==> src/rtl/multi_cycle_ctrl.sv <==
// Multi-cycle MIPS-subset control FSM with a retired-instruction counter.
// Define CTRL_TRAP_EN to trap on illegal opcodes instead of treating them as NOPs.
module multi_cycle_ctrl (
    input  logic        clk,
    input  logic        rst,
    input  logic [5:0]  opIn,
    input  logic [5:0]  funcIn,
    input  logic        zeroIn,
    input  logic        memReadyIn,
    output logic        pcWrite,
    output logic        pcWriteCond,
    output logic        irWrite,
    output logic        memRead,
    output logic        memWrite,
    output logic        regWrite,
    output logic        regDst,
    output logic        memToReg,
    output logic        aluSrcA,
    output logic        trap,
    output logic [1:0]  aluSrcB,
    output logic [1:0]  pcSource,
    output logic [2:0]  aluOp,
    output logic [2:0]  state,
    output logic [15:0] retired
);

    typedef enum logic [2:0] {
        StFetch  = 3'd0,
        StDecode = 3'd1,
        StExec   = 3'd2,
        StMem    = 3'd3,
        StWb     = 3'd4,
        StTrap   = 3'd5
    } stateT;

    localparam logic [5:0] OpRType = 6'h00;
    localparam logic [5:0] OpLw    = 6'h23;
    localparam logic [5:0] OpSw    = 6'h2B;
    localparam logic [5:0] OpBeq   = 6'h04;
    localparam logic [5:0] OpJ     = 6'h02;
    localparam logic [5:0] OpAddi  = 6'h08;

    localparam logic [5:0] FnAdd = 6'h20;
    localparam logic [5:0] FnSub = 6'h22;
    localparam logic [5:0] FnAnd = 6'h24;
    localparam logic [5:0] FnOr  = 6'h25;
    localparam logic [5:0] FnSlt = 6'h2A;

    localparam logic [2:0] AluAdd = 3'd0;
    localparam logic [2:0] AluSub = 3'd1;
    localparam logic [2:0] AluAnd = 3'd2;
    localparam logic [2:0] AluOr  = 3'd3;
    localparam logic [2:0] AluSlt = 3'd4;

    stateT       stateQ, stateD;
    logic [15:0] retiredQ;
    logic        retire;

    logic       funcOk;
    logic [2:0] funcAluOp;
    logic       isRType, isLw, isSw, isBeq, isJ, isAddi, isLegal;

    // The zero flag is ANDed with pcWriteCond in the datapath, not here.
    logic unusedZero;
    assign unusedZero = zeroIn;

    always_comb begin
        funcOk    = 1'b1;
        funcAluOp = AluAdd;
        case (funcIn)
            FnAdd:   funcAluOp = AluAdd;
            FnSub:   funcAluOp = AluSub;
            FnAnd:   funcAluOp = AluAnd;
            FnOr:    funcAluOp = AluOr;
            FnSlt:   funcAluOp = AluSlt;
            default: funcOk    = 1'b0;
        endcase
    end

    assign isRType = (opIn == OpRType) && funcOk;
    assign isLw    = (opIn == OpLw);
    assign isSw    = (opIn == OpSw);
    assign isBeq   = (opIn == OpBeq);
    assign isJ     = (opIn == OpJ);
    assign isAddi  = (opIn == OpAddi);
    assign isLegal = isRType | isLw | isSw | isBeq | isJ | isAddi;

    always_comb begin
        stateD      = stateQ;
        retire      = 1'b0;
        pcWrite     = 1'b0;
        pcWriteCond = 1'b0;
        irWrite     = 1'b0;
        memRead     = 1'b0;
        memWrite    = 1'b0;
        regWrite    = 1'b0;
        regDst      = 1'b0;
        memToReg    = 1'b0;
        aluSrcA     = 1'b0;
        trap        = 1'b0;
        aluSrcB     = 2'd0;
        pcSource    = 2'd0;
        aluOp       = AluAdd;

        case (stateQ)
            StFetch: begin
                memRead = 1'b1;
                aluSrcB = 2'd1;
                // IR and PC only capture once the instruction word is actually back.
                if (memReadyIn) begin
                    irWrite = 1'b1;
                    pcWrite = 1'b1;
                    stateD  = StDecode;
                end
            end

            StDecode: begin
                aluSrcB = 2'd3;
                if (isLegal) begin
                    stateD = StExec;
                end else begin
`ifdef CTRL_TRAP_EN
                    stateD = StTrap;
`else
                    stateD = StFetch;
`endif
                end
            end

            StExec: begin
                stateD = StFetch;
                if (isRType) begin
                    aluSrcA = 1'b1;
                    aluOp   = funcAluOp;
                    stateD  = StWb;
                end else if (isLw || isSw || isAddi) begin
                    aluSrcA = 1'b1;
                    aluSrcB = 2'd2;
                    stateD  = isAddi ? StWb : StMem;
                end else if (isBeq) begin
                    aluSrcA     = 1'b1;
                    aluOp       = AluSub;
                    pcWriteCond = 1'b1;
                    pcSource    = 2'd1;
                    retire      = 1'b1;
                end else if (isJ) begin
                    pcWrite  = 1'b1;
                    pcSource = 2'd2;
                    retire   = 1'b1;
                end
            end

            StMem: begin
                if (isLw) begin
                    memRead = 1'b1;
                    if (memReadyIn) stateD = StWb;
                end else if (isSw) begin
                    memWrite = 1'b1;
                    if (memReadyIn) begin
                        stateD = StFetch;
                        retire = 1'b1;
                    end
                end else begin
                    stateD = StFetch;
                end
            end

            StWb: begin
                regWrite = 1'b1;
                regDst   = isRType;
                memToReg = isLw;
                retire   = 1'b1;
                stateD   = StFetch;
            end

`ifdef CTRL_TRAP_EN
            StTrap: begin
                trap   = 1'b1;
                stateD = StTrap;
            end
`endif

            default: stateD = StFetch;
        endcase
    end

    always_ff @(posedge clk or posedge rst) begin
        if (rst) begin
            stateQ   <= StFetch;
            retiredQ <= 16'd0;
        end else begin
            stateQ <= stateD;
            if (retire) retiredQ <= retiredQ + 16'd1;
        end
    end

    assign state   = stateQ;
    assign retired = retiredQ;

    assert property (@(posedge clk) disable iff (rst) !(memRead && memWrite));
    assert property (@(posedge clk) disable iff (rst) !(regWrite && (memRead || memWrite)));
`ifndef CTRL_TRAP_EN
    assert property (@(posedge clk) disable iff (rst) stateQ != StTrap);
`endif

endmodule
==> config.mk <==
export PLATFORM = sky130hd
export DESIGN_NAME = multi_cycle_ctrl
export DESIGN_NICKNAME = d
export VERILOG_FILES = /design/src/rtl/multi_cycle_ctrl.sv
export SDC_FILE = /design/constraint.sdc
export NUM_CORES = 1
export LEC_CHECK = 0
export BUFFER_PORTS_ARGS = -buffer_cell sky130_fd_sc_hd__buf_2
export CORE_UTILIZATION = 43
export CTS_CLUSTER_SIZE = 24
export DETAILED_ROUTE_END_ITERATION = 16
export PLACE_DENSITY = 0.75
export REMOVE_ABC_BUFFERS = 1
export SYNTH_ARGS = -nofsm -noshare
export SYNTH_HDL_FRONTEND = slang
export SYNTH_SLANG_ARGS = --single-unit
==> constraint.sdc <==
create_clock -name clk -period 1.8 [get_ports clk]
set_clock_uncertainty 0.05 [all_clocks]
set_input_delay 0 -clock clk [delete_from_list [all_inputs] [get_ports clk]]
set_output_delay 0 -clock clk [all_outputs]
set_load 0.02 [all_outputs]
**Yosys cells after proc, flatten, opt, wreduce, memory -nomap -nowiden**

Cells that the tools add are included.

- Add/sub/neg operators: 1
- Equality and inequality tests: 17
- Mux-type cells: 52
- Bitwise gates (word level): 5
- Reduce and logical (&&, ||, !) cells: 7

Operators with widths:

| kind | count |
|---|---|
| $eq 6x6->1 const B | 7 |
| $mux 3 | 10 |
| $mux 1 | 28 |
| $pmux 3 s4 | 2 |
| $add 16x1->16 const B | 1 |
| $mux 2 | 8 |
| $eq 3x2->1 const B | 2 |
| $eq 6x2->1 const B | 1 |
| $eq 6x3->1 const B | 1 |
| $eq 6x4->1 const B | 1 |
| $logic_not 6->1 | 1 |
| $ne 3x3->1 const B | 2 |
| $pmux 2 s3 | 1 |
| $or 1x1->1 | 5 |
| $reduce_or 5->1 | 1 |
| $pmux 1 s2 | 2 |
| $eq 3x1->1 const B | 1 |
| $eq 3x3->1 const B | 1 |
| $logic_not 3->1 | 1 |
| $pmux 1 s3 | 1 |
| $reduce_and 3->1 | 1 |
| $logic_or 1x1->1 | 2 |
| $ne 2x2->1 const B | 1 |
| $logic_and 1x1->1 | 1 |

- Register bits after elaboration: 19
- Input port bits: 16
- Output and inout bits: 36
- Logic and storage cells: 84

**Depth between registers and ports, before layout**

- Depth in word-level cells: 11
- Depth in mapped cells: 7
- Depth with buffers taken out: 5

**Worst setup path before layout**

Ideal clock, no wire load.

- Kind: register to register
- Start: register stateQ[1] (netlist: state[1])
- End: register retiredQ[1] (netlist: retired[1])
- Setup time: 0.127 ns
- Data arrival time: 1.712 ns
- Data required time: 1.623 ns
- Setup slack: -0.089 ns
- Cell stages (with the launch flop): 7
- Path buffers: 2
- Clock period less this slack: 1.889 ns
- Cell sequence: dfrtp_1 -> buf_2 -> or3b_4 -> o41ai_4 -> or2_1 -> buf_4 -> mux2_1

- Cells in the longest elaborated chain, start to end: 2
- Elaborated cells on any way between the ends: 4
- Classes of those cells: eq/ne: 3; mux: 1

Ends and longest elaborated chain:

| what | RTL line | text |
|---|---|---|
| start, declared | 55 | `stateT stateQ, stateD;` |
| start signal, assigned | 189 | `stateQ <= StFetch;` |
| start signal, assigned | 192 | `stateQ <= stateD;` |
| $eq 3x3->1 or $eq 3x2->1 (tied branches) | 105 | `case (stateQ)` |
| $pmux 1 s3 * | 105 |  |
| end signal, assigned | 193 | `if (retire) retiredQ <= retiredQ + 16'd1;` |
| end, declared | 56 | `logic [15:0] retiredQ;` |

Mark *: on every way between the ends. The rest lies on a longest branch, timed or not.
A chain may end at the register's enable or synchronous reset.

**Final worst setup path**

Same ends and word-level chain as after synthesis.

==> results.yml <==
status:
  status: "finished, violations left"
  violations: "design-rule violations"
cells_and_area:
  final_nets: 212
  n_antenna_cell: 0
  post-route-cell-area_um2: 1640
  layout-drive-gt1-share: 0.407
  final_core_utilization: 0.585
  area_growth_pct: 27.5
global_routing:
  grt_start_max_net_pins: 20
  antenna_found_initial: 0
  grt_pass1_vias: 1135
  grt_overflow_total: 0
  grt_pass1_wl_mm: 4.93
  grt_use_total: 0.194
sta:
  max_freq_mhz: 564
  setup_viol_count_final: 0
  hold_violations: 0
  min_period_ps: 1770
  rsz0062_at_grt: "yes"
  relSlewSlack: 0.513
  worst_pin_slew_ps: 730
  timing.final.crit_share: 0.985
  final-max-slew-violation-count: 0
  finalWorstSetupSlack_ps: 27.8
clock_tree:
  cts_buffers: 3
  root_buffer: "clkbuf_4"
  htreeDepth: 1
  cts_tree: "yes"
  cts_max_path_buffers: 2
  cts_sinks: 19
  path_clk_slew_ps: 110
  insertion_delay_ps: 300
worst_hold_path:
  min_path_cells: 3
  hp-start: "opIn[4]"
  holdPathEnd: "state[0]"
  hp-class: "input port to flop"
floorplan:
  die_x_um: 56.7
  num_rows: 19
  die_y_um: 56.7
  core_um2: 2810
  ios: 52
  start_util: 0.459
  die_area_um2: 3220
placed_design:
  placed_cell_area_um2: 1560
  pre_cts_ws_ps: 48.6
  hpwl_mm: 2.37
  gp_congestion: 0.827
  port-buffer-count: 49
power:
  sequentialPowerShare: 0.549
  power.internal_mw: 0.572
  max-vdd-ir-drop_v: 0.000234
  p_clk_frac: 0.267
  p_total_mw: 0.801
  power.density_nw_per_um2: 488
  switching_power_mw: 0.229
  p_sw_frac: 0.286
  p_comb_frac: 0.184
  p_leak_nw: 0.854
worst_setup_path:
  rrSetupSlack_ps: 30
  r2r_cells: 4
  cp.required_ps: 1940
  worstReg2RegEnd: "retired[1]"
  slowest_delay_ps: 460
  path_cells: "or3b_4, o41ai_4, or2_1, mux2_1"
  cpLargestDelayFamily: "simple AND/OR/NAND/NOR gates"
  cp_max_fo: 6
  crit_buf_inv: 0
  cp-start-kind: "flop"
  path_class: "flop to flop"
  slowest_stage: "or3b_4"
  reg2reg_from: "state[1]"
  arrival_ps: 1910
  end_kind: "flop"
yosys:
  synth_edf_count: 0
  synth_area_leaders: "dfrtp_1 37%, xor2_1 6.1%, nor2_1 5.8%"
  yosysWarningCount: 0
  yosys.area.top_type: "dfrtp_1"
  synthCells: 140
  syn_area_per_cell_um2: 9.20
  synth_area_um2: 1290
  synth_commonest_cells: "20 x nor2_1, 19 x dfrtp_1, 9 x nand2_1, 9 x xor2_1, 8 x xnor2_1"
  yosysMostFrequentCell: "nor2_1"
  yosys_register_bits: 19
  synth_cell_types: 44
  async_reset_ff_frac: 1.00
  synth_top_area_frac: 0.369
  synth-seq-area-share: 0.369
  synth_ff_type: "dfrtp_1"
drt:
  dr.pass1.iters: 10
  totalWireLength_mm: 3.02
  detailroute.via_count: 1204
  wl_per_cell_um: 13.4
  antenna_left: 0
  drcViolationCount: 8
  viasPerCell: 5.35
  first_iter_violations: 28
job:
  drv_cap: 0
[cells in the final DEF, fill, tap and decap left out, drive strengths merged, types with 2 or more instances in the layout]
cell type	instances
dlygate4sd3	2
nor2	20
or2	5
nand3	5
dfrtp	19
and3	3
nand3b	2
xnor2	8
and2	2
nor2b	2
o21ai	3
buf	54
inv	5
xor2	9
nor3b	2
nand4	5
a21o	2
a21oi	5
nor4	4
nand2b	3
nor3	5
clkbuf	3
nand2	9
a211oi	2
[logic make-up after synthesis]
| logic type | count (synthesis) | synth area share |
|---|---|---|
| AO/OA/AOI/OAI | 16 | 0.102 |
| other | 1 | 0.00291 |
| XOR/XNOR | 17 | 0.116 |
| buffers and inverters | 11 | 0.0437 |
| multiplexers | 2 | 0.0165 |
| flip-flops | 19 | 0.369 |
| AND/OR/NAND/NOR | 73 | 0.340 |
| adder cells (fa/ha/maj) | 1 | 0.00972 |
[worst min-delay path: cells and delay by family]
kind / cells / cell delay [ps]
buf+inv: 1 / 140
simple gates: 1 / 160
compound gates: 1 / 70
[power by group through the flow]
stage,registers (mW),clock network [mW],logic (mW)
5_1_grt,0.442,0.230,0.162
6_report,0.440,0.214,0.148
3_5_place_dp,0.448,0,0.142
3_3_place_gp,0.447,0,0.137
4_1_cts,0.440,0.216,0.146
2_1_floorplan,0.459,0,0.0684
[final cells by class]
class | count | area (µm²)
clock buffers | 3 | 22.5
clock inverters | 1 | 5.00
fillers | 260 | 1160
inverters | 5 | 18.8
flip-flops and latches | 19 | 475
repair buffers | 56 | 303
well taps | 31 | 38.8
multi-input cells | 110 | 778
[timing repair]
item | CTS | global route
endpoints found under the setup margin | 0 | 12
hold endpoints to repair | 20 | 0
hold buffers | 2 | 0
setup buffers | 0 | 1
resized for setup | 0 | 6
[state kept, by name, indices dropped and copies added, names as in the netlist]
register and cells:
state 3, retired 16
[worst max path at each step]
stage | startpoint | to | slack, ps | depth (start not counted)
CTS | state[0] | memRead | 8 | 5
finish | state[1] | retired[1] | 30 | 4
global route | state[2] | retired[1] | -50 | 4
global placement | state[1] | retired[1] | 110 | 4
floorplan | state[1] | retired[1] | -60 | 4
detailed placement | state[1] | retired[15] | 50 | 6
[layer usage]
layer / vias up / part of all wire / GRT usage
li1: 588 / - / -
met1: 572 / 0.44 / 0.229
met2: 42 / 0.51 / 0.364
met3: 2 / 0.048 / 0.0323
met4: 0 / 0.0046 / 0.0429
met5: - / 0 / 0
[stage by stage]
stage	instances	TNS [ps]	hold slack, ps
after floorplan	134	-76.2	-98.9
after global placement	218	0	105
after detailed placement	218	0	117
after CTS	224	0	53.2
after global routing	225	-131	72.0
final	225	0	56.3
(Power assumes the default switching activity.)
